**src/rtl/seq_mux_pipe.sv**
```systemverilog
`default_nettype none
// ============================================================================
//  Module   : seq_mux_pipe
//  Purpose  : CHANNELS-way input multiplexer feeding an operating register
//             (load / hold / add / xor), followed by DEPTH-1 stall-able delay
//             stages that carry data, valid and carry-out together.
//  Ports    : clk        - clock, all state changes on its rising edge
//             CLR        - asynchronous active-high reset of all state
//             D          - packed channels, channel i = D[(i+1)*WIDTH-1 -: WIDTH]
//             sel        - channel select
//             mode       - stage-0 op: 00 LOAD, 01 HOLD, 10 ADD, 11 XOR
//             in_valid   - sample qualifier for this cycle
//             en         - pipeline advance, 0 stalls every stage
//             sclr       - synchronous clear of every stage
//             out        - data of the last stage
//             out_valid  - valid of the last stage
//             ovf        - carry-out of the ADD that produced out
//  Revision : 1.0 - initial release
// ============================================================================
module seq_mux_pipe #(
    parameter  int WIDTH    = 5,
    parameter  int CHANNELS = 4,
    parameter  int DEPTH    = 2,
    localparam int SELW     = $clog2(CHANNELS)
) (
    input  logic                      clk,
    input  logic                      CLR,
    input  logic [CHANNELS*WIDTH-1:0] D,
    input  logic [SELW-1:0]           sel,
    input  logic [1:0]                mode,
    input  logic                      in_valid,
    input  logic                      en,
    input  logic                      sclr,
    output logic [WIDTH-1:0]          out,
    output logic                      out_valid,
    output logic                      ovf
);

    localparam logic [1:0] c_MODE_LOAD = 2'b00;
    localparam logic [1:0] c_MODE_HOLD = 2'b01;
    localparam logic [1:0] c_MODE_ADD  = 2'b10;
    localparam logic [1:0] c_MODE_XOR  = 2'b11;

    // Stage 0: operating register
    logic [WIDTH-1:0] acc_q, acc_d;
    logic             v0_q,  v0_d;
    logic             c0_q,  c0_d;

    logic [WIDTH-1:0] w_x;
    logic [WIDTH:0]   w_sum;

    // Channel select written as a compare loop so no out-of-range part-select
    // can be formed from the select value.
    always_comb begin
        w_x = '0;
        for (int i = 0; i < CHANNELS; i++) begin
            if (sel == SELW'(i)) begin
                w_x = D[i*WIDTH +: WIDTH];
            end
        end
    end

    // One extra bit so the ADD carry-out lands in the MSB.
    assign w_sum = {1'b0, acc_q} + {1'b0, w_x};

    always_comb begin
        acc_d = acc_q;
        v0_d  = v0_q;
        c0_d  = c0_q;
        if (sclr) begin
            acc_d = '0;
            v0_d  = 1'b0;
            c0_d  = 1'b0;
        end else if (en) begin
            if (in_valid) begin
                v0_d = 1'b1;
                c0_d = 1'b0;
                case (mode)
                    c_MODE_LOAD: acc_d = w_x;
                    c_MODE_HOLD: acc_d = acc_q;
                    c_MODE_ADD:  {c0_d, acc_d} = w_sum;
                    c_MODE_XOR:  acc_d = acc_q ^ w_x;
                    default:     acc_d = acc_q;
                endcase
            end else begin
                // Bubble: accumulator keeps its value, only the qualifiers drop.
                v0_d = 1'b0;
                c0_d = 1'b0;
            end
        end
    end

    always_ff @(posedge clk or posedge CLR) begin
        if (CLR) begin
            acc_q <= '0;
            v0_q  <= 1'b0;
            c0_q  <= 1'b0;
        end else begin
            acc_q <= acc_d;
            v0_q  <= v0_d;
            c0_q  <= c0_d;
        end
    end

    // Delay stages 1..DEPTH-1
    if (DEPTH == 1) begin : g_direct
        assign out       = acc_q;
        assign out_valid = v0_q;
        assign ovf       = c0_q;
    end else begin : g_pipe
        logic [WIDTH-1:0] data_q [1:DEPTH-1];
        logic [DEPTH-1:1] valid_q;
        logic [DEPTH-1:1] carry_q;

        always_ff @(posedge clk or posedge CLR) begin
            if (CLR) begin
                for (int k = 1; k < DEPTH; k++) begin
                    data_q[k] <= '0;
                end
                valid_q <= '0;
                carry_q <= '0;
            end else if (sclr) begin
                for (int k = 1; k < DEPTH; k++) begin
                    data_q[k] <= '0;
                end
                valid_q <= '0;
                carry_q <= '0;
            end else if (en) begin
                data_q[1]  <= acc_q;
                valid_q[1] <= v0_q;
                carry_q[1] <= c0_q;
                for (int k = 2; k < DEPTH; k++) begin
                    data_q[k]  <= data_q[k-1];
                    valid_q[k] <= valid_q[k-1];
                    carry_q[k] <= carry_q[k-1];
                end
            end
        end

        assign out       = data_q[DEPTH-1];
        assign out_valid = valid_q[DEPTH-1];
        assign ovf       = carry_q[DEPTH-1];
    end

endmodule
`default_nettype wire
```
**config.mk**
```make
export PLATFORM = sky130hd
export DESIGN_NAME = seq_mux_pipe
export DESIGN_NICKNAME = d
export VERILOG_FILES = /design/src/rtl/seq_mux_pipe.sv
export SDC_FILE = /design/constraint.sdc
export NUM_CORES = 1
export LEC_CHECK = 0
export BUFFER_PORTS_ARGS = -buffer_cell sky130_fd_sc_hd__buf_2
export CAP_MARGIN = 10
export CORE_MARGIN = 1
export CORE_UTILIZATION = 45
export CTS_BUF_LIST = sky130_fd_sc_hd__clkbuf_8 sky130_fd_sc_hd__clkbuf_16
export DETAILED_ROUTE_END_ITERATION = 6
export PLACE_DENSITY = 0.74
export SLEW_MARGIN = 0
export SYNTH_ARGS = -nofsm -noshare
export SYNTH_HDL_FRONTEND = slang
export SYNTH_SLANG_ARGS = --single-unit
export TNS_END_PERCENT = 5
```
**constraint.sdc**
```tcl
create_clock -name clk -period 2.5 [get_ports clk]
set_input_delay 0.125 -clock clk [delete_from_list [all_inputs] [get_ports clk]]
set_output_delay 0.125 -clock clk [all_outputs]
set_load 0.02 [all_outputs]
```
== Word level (Yosys, flattened, before mapping) ==
Cells that the tools add are included.
Storage, ports and cells
  bits of input ports: 29
  register bits: 14
  output and inout port bits: 7
Cells by class
  equality and inequality tests: 7
  bitwise operators: 1
  muxes and demuxes: 21
  reduce and logical (&&, ||, !) cells: 5
  add/subtract/negate cells: 1
Operators with widths (count)
  5-bit 2-to-1 mux: 9
  5-bit case mux with 3 select lines: 1
  1-bit 2-to-1 mux: 11
  2-bit == test (second input constant): 4
  5-bit by 5-bit adder with 6-bit output: 1
  5-bit bitwise XOR: 1
  2-bit by 1-bit == test with 1-bit output (second input constant): 2
  2-bit logical NOT: 2
  2-bit nonzero test: 2
  3-bit AND reduction: 1
  2-bit inequality test (second input constant): 1

== Depth between registers and ports, before layout ==
Gate-level depths: netlist of the first run.
  depth in word-level cells: 10
  depth in mapped cells: 8
  gate-level depth less buffers: 7

== Worst setup path before layout of the first run ==
OpenSTA, ideal clock, no wires.
  path kind: in2reg
  start: input sel[0]
  end: register acc_q[4]
  slack: 0.224 ns
  setup time: 0.126 ns
  stages: 8
  arrival time: 2.150 ns
  required time: 2.374 ns
  cell sequence: buf_6 mux4_1 ha_1 fa_1 a211o_1 o211ai_1 xnor2_1 a221o_1
On the way
  cells in the longest elaborated chain, start to end: 10
  elaborated cells between the ends (all ways): 14
  those cells by class: add/sub (1); eq/ne (3); mux (8); bitwise (1); reduce/logical (1)
Ends and longest elaborated chain
  start: declaration: RTL line 29  | input logic [SELW-1:0] sel,
  2-bit logical NOT: RTL line 57  | if (sel == SELW'(i)) begin
  5-bit 2-to-1 mux (3 in series): RTL line 57
  5-bit 2-to-1 mux (*): RTL line 57
  5-bit by 5-bit adder with 6-bit output or 5-bit bitwise XOR (tied branches): RTL line 64, 82
  5-bit case mux with 3 select lines (*): RTL line 78  | case (mode)
  5-bit 2-to-1 mux (*): RTL line 75  | if (in_valid) begin
  5-bit 2-to-1 mux (*): RTL line 74  | end else if (en) begin
  5-bit 2-to-1 mux (*): RTL line 70  | if (sclr) begin
  end signal: assignment: RTL line 95  | acc_q <= '0;
  end signal: assignment: RTL line 99  | acc_q <= acc_d;
  end: declaration: RTL line 45  | logic [WIDTH-1:0] acc_q, acc_d;
Every way passes the cells marked *; elsewhere a longest branch is shown, timed or not. The select of a mux whose other input is x is not followed.
A chain may end at the register's enable or synchronous reset.

== Worst setup path after layout of the first run ==
Same ends and word-level chain as after synthesis.

==> results.yml, run 1 <==
critical_path:
  reg2reg_slack_ps: 530
  crit_path_end_kind: "flop"
  reg2reg_from: "acc_q[0]"
  arrival_ps: 2240
  critPathLaunchType: "primary input"
  cp_max_fo: 2
  critPathRequiredTime_ps: 2620
  crit_type: "in2reg"
  rr_endpoint: "acc_q[4]"
  rr_worst_depth: 6
power:
  p_total_uw: 584
  p_leak_uw: 0.000647
  irDropWorstVdd_uv: 183
  powerDensity_nw_per_um2: 491
run_status:
  outcome: "finished, final reports clean"
synth:
  syn-cell-area_sq_um: 935
  syn_area_per_cell_sq_um: 11.4
  ys_ff_latch: 14
  ys_types: 27
  ys_seq_area_share_pct: 37.5
  ys_warn_count: 0
  netlist_instances: 82
  syn_nets: 117
hold_path:
  holdPathStages: 2
  min-delay-start: "sclr"
  min_path_type: "in2reg"
  hold_path_end: "v0_q"
detailed_routing:
  met2_length_microns: 894
  drtPass1Iterations: 4
  drt-initial-drc-count: 10
  wl_met1_microns: 734
  via_per_inst: 5.38
  ant_nets: 0
  vias: 786
  wl_per_cell_microns: 12.1
  routed_wl_microns: 1770
  drc: 0
  wl_met3_microns: 137
  top_layer_used: "met3"
global_route:
  grt_pass1_vias: 726
  antenna_found_initial: 0
  grtUsageTotal_pct: 18.2
  grt_pass1_wl_microns: 2850
  grt-ovfl-total: 0
  grt_max_degree: 15
final_layout:
  final_common_cell: "buf_2"
  multi_input_area_sq_um: 551
  nNetsFinal: 155
  final_cell_area_sq_um: 1190
  fill_cells: 182
  drive_gt1_share_pct: 37.0
  diodes: 0
  seq_area_sq_um: 350
  syn_to_final_growth_pct: 27.3
  stdcell_count: 146
  most-common-layout-cells: "35 x buf_2, 14 x dfrtp_1, 10 x mux2i_1, 10 x nor2_1, 5 x ha_1"
placed_design:
  dpl.cell_count: 141
  place_hpwl_microns: 1520
  place_area_sq_um: 1120
  port_buffers: 35
  place_congestion: 0.765
clocking:
  cts_tree: "built"
  cts_root_buf: "clkbuf_8"
  cts_setup_buffers: 0
  h-tree-depth: 1
  path_clk_slew_ps: 60
  clockBufferDepth: 2
  cts_inserted_buffers: 3
  insertion_delay_ps: 240
  cts_sinks: 14
timing:
  relSlewSlack_pct: 66.9
  rsz0062_at_grt: "no"
  slew_violations: 0
  period_share_pct: 84.5
  setup_tns_ps: 0
  max_freq_mhz: 474
  setup_viol: 0
  tightestPinTransition_ps: 495
  finalCriticalPeriod_ps: 2110
  finalClockSkew_ps: 4.46
  finalHoldViolations: 0
floorplanning:
  die_y_microns: 47.6
  die_width_microns: 47.6
  core_sq_um: 1960
  io_pins: 36
  std_cell_rows: 16
  die_area_sq_um: 2260
  initial_core_util_pct: 47.6
run:
  drv_cap: 0
[Yosys cell counts]
library cell   n  area [sq um]
a211o_1        1          8.76
a211oi_1       2          15.0
a21o_1         3          22.5
a21oi_1        1          5.00
a221o_1        2          20.0
a31oi_1        1          6.26
and2_1         2          12.5
buf_4          1          7.51
buf_6          1          11.3
clkbuf_1       2          7.51
dfrtp_1       14           350
fa_1           1          20.0
ha_1           5          62.6
inv_1          2          7.51
mux2i_1       10           100
mux4_1         2          52.6
mux4_2         3          67.6
nand2_1        4          15.0
nand2b_1       2          12.5
nor2_1        10          37.5
nor2b_1        2          12.5
nor3b_1        1          7.51
o211ai_1       2          15.0
o21ai_0        3          15.0
o21ba_2        1          10.0
or3_1          1          6.26
xnor2_1        3          26.3
[how the worst max path moves through the flow]
stage          slack (ps)  cells after the start       end   start
6_report              390                      8  acc_q[4]  sel[0]
5_1_grt               280                      8  acc_q[4]  sel[0]
4_1_cts               370                      8  acc_q[4]  sel[0]
3_5_place_dp          120                      8  acc_q[4]  sel[0]
3_3_place_gp          190                      8  acc_q[4]  sel[0]
2_1_floorplan         220                      8  acc_q[4]  sel[0]
[flip-flops by register name (all words and copies together), names as in the netlist]
| register | count |
|---|---|
| c0_q | 1 |
| ovf | 1 |
| v0_q | 1 |
| acc_q | 5 |
| out | 5 |
| out_valid | 1 |
[per-layer routing]
metal  up-vias  track usage, %
met2        43            33.4
li1        378               -
met5         -               0
met3         0            3.77
met1       365            20.6
met4         0            6.67
[cell families (layout without fill, tap and decap cells)]
kind of cell	Yosys count	after routing	share of synthesized area (%)
buffers and inverters	6	43	3.62
muxes	15	15	23.6
and+or+nand+nor	22	22	11.1
DFF	14	14	37.5
AOI/OAI and AO/OA	16	16	12.6
xor gates and xnor gates	3	3	2.81
adders and majority gates	6	6	8.84
[power breakdown]
group          total (uW)  internal [uW]  switching, uW
clock network         211            139           71.9
registers             243            236           7.26
logic                 130           68.3           61.7
total                 584            443            141
[layout make-up]
type	instances	area share [%]
Timing Repair Buffer	37	16.2
Multi-Input combinational cell	62	46.3
Sequential cell	14	29.4
Tap cell	27	2.84
Clock buffer	4	4.63
Inverter	2	0.631
[repair_timing]
action	CTS	global route
hold buffers	1	0
hold endpoints to repair	14	0
resized for setup	0	0
[worst max-delay path, stage by stage]
cell,delay (ps)
buf_2,90
mux4_1,570
ha_1,230
fa_1,400
a211o_1,310
o211ai_1,110
xnor2_1,90
a221o_1,310
[per-stage QoR]
| step | worst slack (ps) | util, % | hold WS, ps |
|---|---|---|---|
| after floorplan | 224 | - | 14.2 |
| after CTS | 373 | 60.7 | 202 |
| after detailed placement | 116 | 57.3 | 174 |
| after global routing | 277 | 60.7 | 220 |
| final | 388 | 60.7 | 196 |
| after global placement | 187 | 57.3 | 172 |
No activity file was read; power rests on OpenSTA's default activity.
==> run 2: changes to the inputs <==
--- a/config.mk
+++ b/config.mk
@@ -8,7 +8,7 @@
 export BUFFER_PORTS_ARGS = -buffer_cell sky130_fd_sc_hd__buf_2
 export CAP_MARGIN = 10
 export CORE_MARGIN = 1
-export CORE_UTILIZATION = 45
+export CORE_UTILIZATION = 43
 export CTS_BUF_LIST = sky130_fd_sc_hd__clkbuf_8 sky130_fd_sc_hd__clkbuf_16
 export DETAILED_ROUTE_END_ITERATION = 6
 export PLACE_DENSITY = 0.74
==> constraint.sdc (replaced) <==
create_clock -name clk -period 1.9 [get_ports clk]
set_input_delay 0.095 -clock clk [delete_from_list [all_inputs] [get_ports clk]]
set_output_delay 0.095 -clock clk [all_outputs]
set_load 0.02 [all_outputs]
==> run 2 against run 1 <==
Effect of this change: flip-flop and latch count did not move; count of clock-buffer cells in the layout is the same; setup slack worse by 350 ps; register-to-register slack worse by 450 ps; critical path depth did not move; global-route usage fell by 1.0 points; total power grew 36%; hold slack worse by 37 ps; cell count is 4.1% higher; sequential power grew 32%; highest routed layer is now met4.
==> results.yml, run 2 (synthesized netlist as in run 1, its figures left out) <==
run_status:
  outcome: "finished, final reports clean"
global_route:
  grt_max_degree: 15
  antenna_found_initial: 0
  grtUsageTotal_pct: 17.1
  grt-ovfl-total: 0
  grt_pass1_wl_microns: 3220
  grt_pass1_vias: 798
timing:
  setup_viol: 0
  finalCriticalPeriod_ps: 1860
  period_share_pct: 98.1
  relSlewSlack_pct: 65.7
  whs_ps: 159
  finalHoldViolations: 0
  rsz0062_at_grt: "yes"
  finalClockSkew_ps: 1.48
  slew_violations: 0
  tightestPinTransition_ps: 514
  fin_ws_ps: 35.4
  max_freq_mhz: 536
critical_path:
  reg2reg_from: "acc_q[0]"
  endpoint: "acc_q[4]"
  rr_endpoint: "acc_q[4]"
  critPathLaunchType: "primary input"
  rr_worst_depth: 6
  crit_type: "in2reg"
  reg2reg_slack_ps: 80
  arrival_ps: 1980
  cp-startpoint: "sel[0]"
  critPathRequiredTime_ps: 2020
  crit_path_end_kind: "flop"
  cp_max_fo: 2
clocking:
  cts_tree: "built"
  path_clk_slew_ps: 60
  cts_inserted_buffers: 3
  cts_sinks: 14
  cts_root_buf: "clkbuf_8"
  clockBufferDepth: 2
  insertion_delay_ps: 240
  h-tree-depth: 1
placed_design:
  place_congestion: 0.797
  port_buffers: 35
  place_hpwl_microns: 1520
  post-place-ws_ps: -305
detailed_routing:
  vias: 819
  drt-initial-drc-count: 18
  via_per_inst: 5.39
  wl_per_cell_microns: 11.9
  drc: 0
  drtPass1Iterations: 4
  routed_wl_microns: 1810
  ant_nets: 0
floorplanning:
  die_y_microns: 48.6
  std_cell_rows: 16
  die_area_sq_um: 2360
  core_sq_um: 2000
  die_width_microns: 48.6
  initial_core_util_pct: 46.7
  io_pins: 36
final_layout:
  most-common-layout-cells: "34 x buf_2, 14 x dfrtp_1, 10 x mux2i_1, 10 x nor2_1, 6 x buf_4"
  fin_util_pct: 62.9
  diodes: 0
  nNetsFinal: 161
  drive_gt1_share_pct: 42.4
  final_common_cell: "buf_2"
  syn_to_final_growth_pct: 34.8
power:
  p_total_uw: 793
  p_leak_uw: 0.000675
  powerDensity_nw_per_um2: 629
  irDropWorstVdd_uv: 348
run:
  drv_cap: 0
hold_path:
  min_path_type: "in2reg"
==> run 2: cell count changes in the layout (fill, tap and decap cells not counted), sizes merged <==
cell  before  now
buf       36   42
==> run 2: how the worst min path moves through the flow <==
stage               start        to  slack, ps  cells after the start
floorplan             CLR  acc_q[0]        -20                      1
global placement      CLR    out[3]        140                      2
detailed placement    CLR    out[3]        160                      2
CTS                  sclr      v0_q        160                      2
global route         sclr    out[3]        190                      2
finish               sclr      v0_q        160                      2
==> run 2: routing by layer <==
layer / wire (microns) / track usage, % / up-vias
met5: 0 / 0 / -
met4: 27 / 10.3 / 0
met3: 139 / 1.89 / 4
met2: 897 / 30.6 / 42
met1: 741 / 19.5 / 388
li1: - / - / 385
==> run 2: power breakdown <==
group	switching (uW)	leakage (uW)	internal, uW
logic	85.3	0.000454	108
registers	10.3	0.000193	310
clock network	96.6	0.0000288	183
==> run 2: layout make-up <==
| cell class | instances | area, sq um |
|---|---|---|
| well taps | 27 | 33.8 |
| flip-flops and latches | 14 | 350 |
| fillers | 171 | 742 |
| multi-input cells | 62 | 562 |
| inverters | 2 | 7.51 |
| repair buffers | 43 | 251 |
| clock buffers | 4 | 55.1 |
==> run 2: per-stage QoR <==
step / cell area [sq um] / std cells / TNS, ps
detailed placement: 1170 / 146 / -707
global route: 1260 / 152 / -44.3
global placement: 1170 / 146 / -508
floorplan: 950 / 82 / -193
finish: 1260 / 152 / 0
CTS: 1260 / 152 / 0
==> run 2: worst max-delay path, stage by stage <==
cell      delay (ps)
buf_8             80
mux4_2           530
ha_4             190
fa_2             340
a211o_1          270
o211ai_1         100
xnor2_1           90
a221o_1          300
==> run 2: what timing repair did <==
action / CTS / global route
pin swaps: 3 / 0
resized for setup: 3 / 1
hold buffers: 1 / 0
setup endpoints to repair: 1 / 1
endpoints found under the hold margin: 14 / 0
buffers inserted: 1 / 0
==> run 3: changes to the inputs <==
--- a/config.mk
+++ b/config.mk
@@ -11,7 +11,7 @@
 export CORE_UTILIZATION = 43
 export CTS_BUF_LIST = sky130_fd_sc_hd__clkbuf_8 sky130_fd_sc_hd__clkbuf_16
 export DETAILED_ROUTE_END_ITERATION = 6
-export PLACE_DENSITY = 0.74
+export PLACE_DENSITY = 0.86
 export SLEW_MARGIN = 0
 export SYNTH_ARGS = -nofsm -noshare
 export SYNTH_HDL_FRONTEND = slang
==> run 3 against run 2 <==
Effect of this change: combinational power up 2%; sequential power about the same; clock power down 20%; total power down 6.5%.
==> results.yml, run 3 (synthesized netlist as in run 1, its figures left out) <==
clocking:
  clockBufferDepth: 2
  cts_tree: "built"
  cts_root_buf: "clkbuf_8"
  cts_inserted_buffers: 3
  insertion_delay_ps: 230
  h-tree-depth: 1
  path_clk_slew_ps: 50
  cts_setup_buffers: 0
  cts_sinks: 14
final_layout:
  stdcell_count: 150
  diodes: 0
  most-common-layout-cells: "34 x buf_2, 14 x dfrtp_1, 10 x mux2i_1, 10 x nor2_1"
  syn_to_final_growth_pct: 32.8
  nNetsFinal: 160
  final_common_cell: "buf_2"
  drive_gt1_share_pct: 43.1
placed_design:
  dpl.cell_count: 146
  place_congestion: 0.790
  port_buffers: 35
  place_hpwl_microns: 1640
floorplanning:
  io_pins: 36
  std_cell_rows: 16
  initial_core_util_pct: 46.7
  die_width_microns: 48.6
  die_y_microns: 48.6
  core_sq_um: 2000
  die_area_sq_um: 2360
timing:
  finalCriticalPeriod_ps: 1840
  max_freq_mhz: 542
  slew_violations: 0
  tightestPinTransition_ps: 522
  setup_tns_ps: 0
  setup_viol: 0
  finalClockSkew_ps: 0.934
  finalHoldViolations: 0
  rsz0062_at_grt: "yes"
  period_share_pct: 97.1
  relSlewSlack_pct: 65.2
global_route:
  grt_pass1_wl_microns: 3250
  grt_max_degree: 15
  grtUsageTotal_pct: 17.8
  grt_pass1_vias: 809
  grt-ovfl-total: 0
  antenna_found_initial: 0
detailed_routing:
  routed_wl_microns: 1910
  wl_per_cell_microns: 12.7
  drtPass1Iterations: 4
  ant_nets: 0
  drc: 0
  drt-initial-drc-count: 1
  via_per_inst: 5.21
  vias: 782
critical_path:
  slowest_delay_ps: 530
  crit_family: "compound AO/OA/AOI/OAI gates"
  crit_path_end_kind: "flop"
  cp_slowest_cell: "mux4_2"
  crit_buf_inv: 1
  arrival_ps: 1960
  critPathRequiredTime_ps: 2020
  cp_max_fo: 2
  worstPathCellList: "buf_8 > mux4_2 > ha_4 > fa_2 > a211o_1 > o211ai_1 > xnor2_1 > a221o_1"
  critPathLaunchType: "primary input"
  crit_type: "in2reg"
power:
  irDropWorstVdd_uv: 250
  p_leak_uw: 0.000659
  powerDensity_nw_per_um2: 597
run:
  drv_cap: 0
run_status:
  outcome: "finished, final reports clean"
hold_path:
  min_path_type: "in2reg"
## run 3: worst paths after layout
check	from	end	slack, ps	cells past startpoint
max	sel[0]	acc_q[4]	60	8
min	sclr	v0_q	160	2
max reg2reg	acc_q[0]	acc_q[4]	110	6
min reg2reg	c0_q	c0_q	490	2
max in group asynchronous	CLR	ovf	1110	3
min in group asynchronous	CLR	v0_q	440	3
## run 3: power breakdown
group | switching, uW | internal (uW)
sequential | 10.7 | 311
clock | 84.5 | 139
combinational | 89.5 | 107
## run 3: per-layer routing
metal  part of all wire [%]  wire length [microns]  global-route usage (%)
met1                     42                    806                    19.8
met2                     51                    974                    33.8
met3                    6.1                    116                    2.83
met4                   0.58                     11                    5.88
met5                      0                      0                       0
## run 3: metrics by stage
stage	total power, uW	hold WS, ps	util [%]	setup WS [ps]	area (sq um)
after detailed placement	516	142	58.6	-271	1170
after CTS	744	163	61.3	9.86	1230
after global placement	505	133	58.6	-240	1170
after floorplan	447	-15.8	-	-193	950
after global routing	788	179	62.0	-1.69	1240
final	741	163	62.0	55.2	1240
## run 3: what timing repair did
item                       4_1_cts  5_1_grt
gates resized for setup          2        4
hold endpoints to repair        14        0
cloned                           0        0
pin swaps                        2        4
setup endpoints to repair        2        3
hold buffers                     1        0
## run 3: cell type report
| class | instances | area (sq um) |
|---|---|---|
| Multi-Input combinational cell | 62 | 564 |
| Sequential cell | 14 | 350 |
| Fill cell | 172 | 761 |
| Clock buffer | 3 | 41.3 |
| Tap cell | 27 | 33.8 |
| Timing Repair Buffer | 42 | 244 |
| Inverter | 2 | 7.51 |
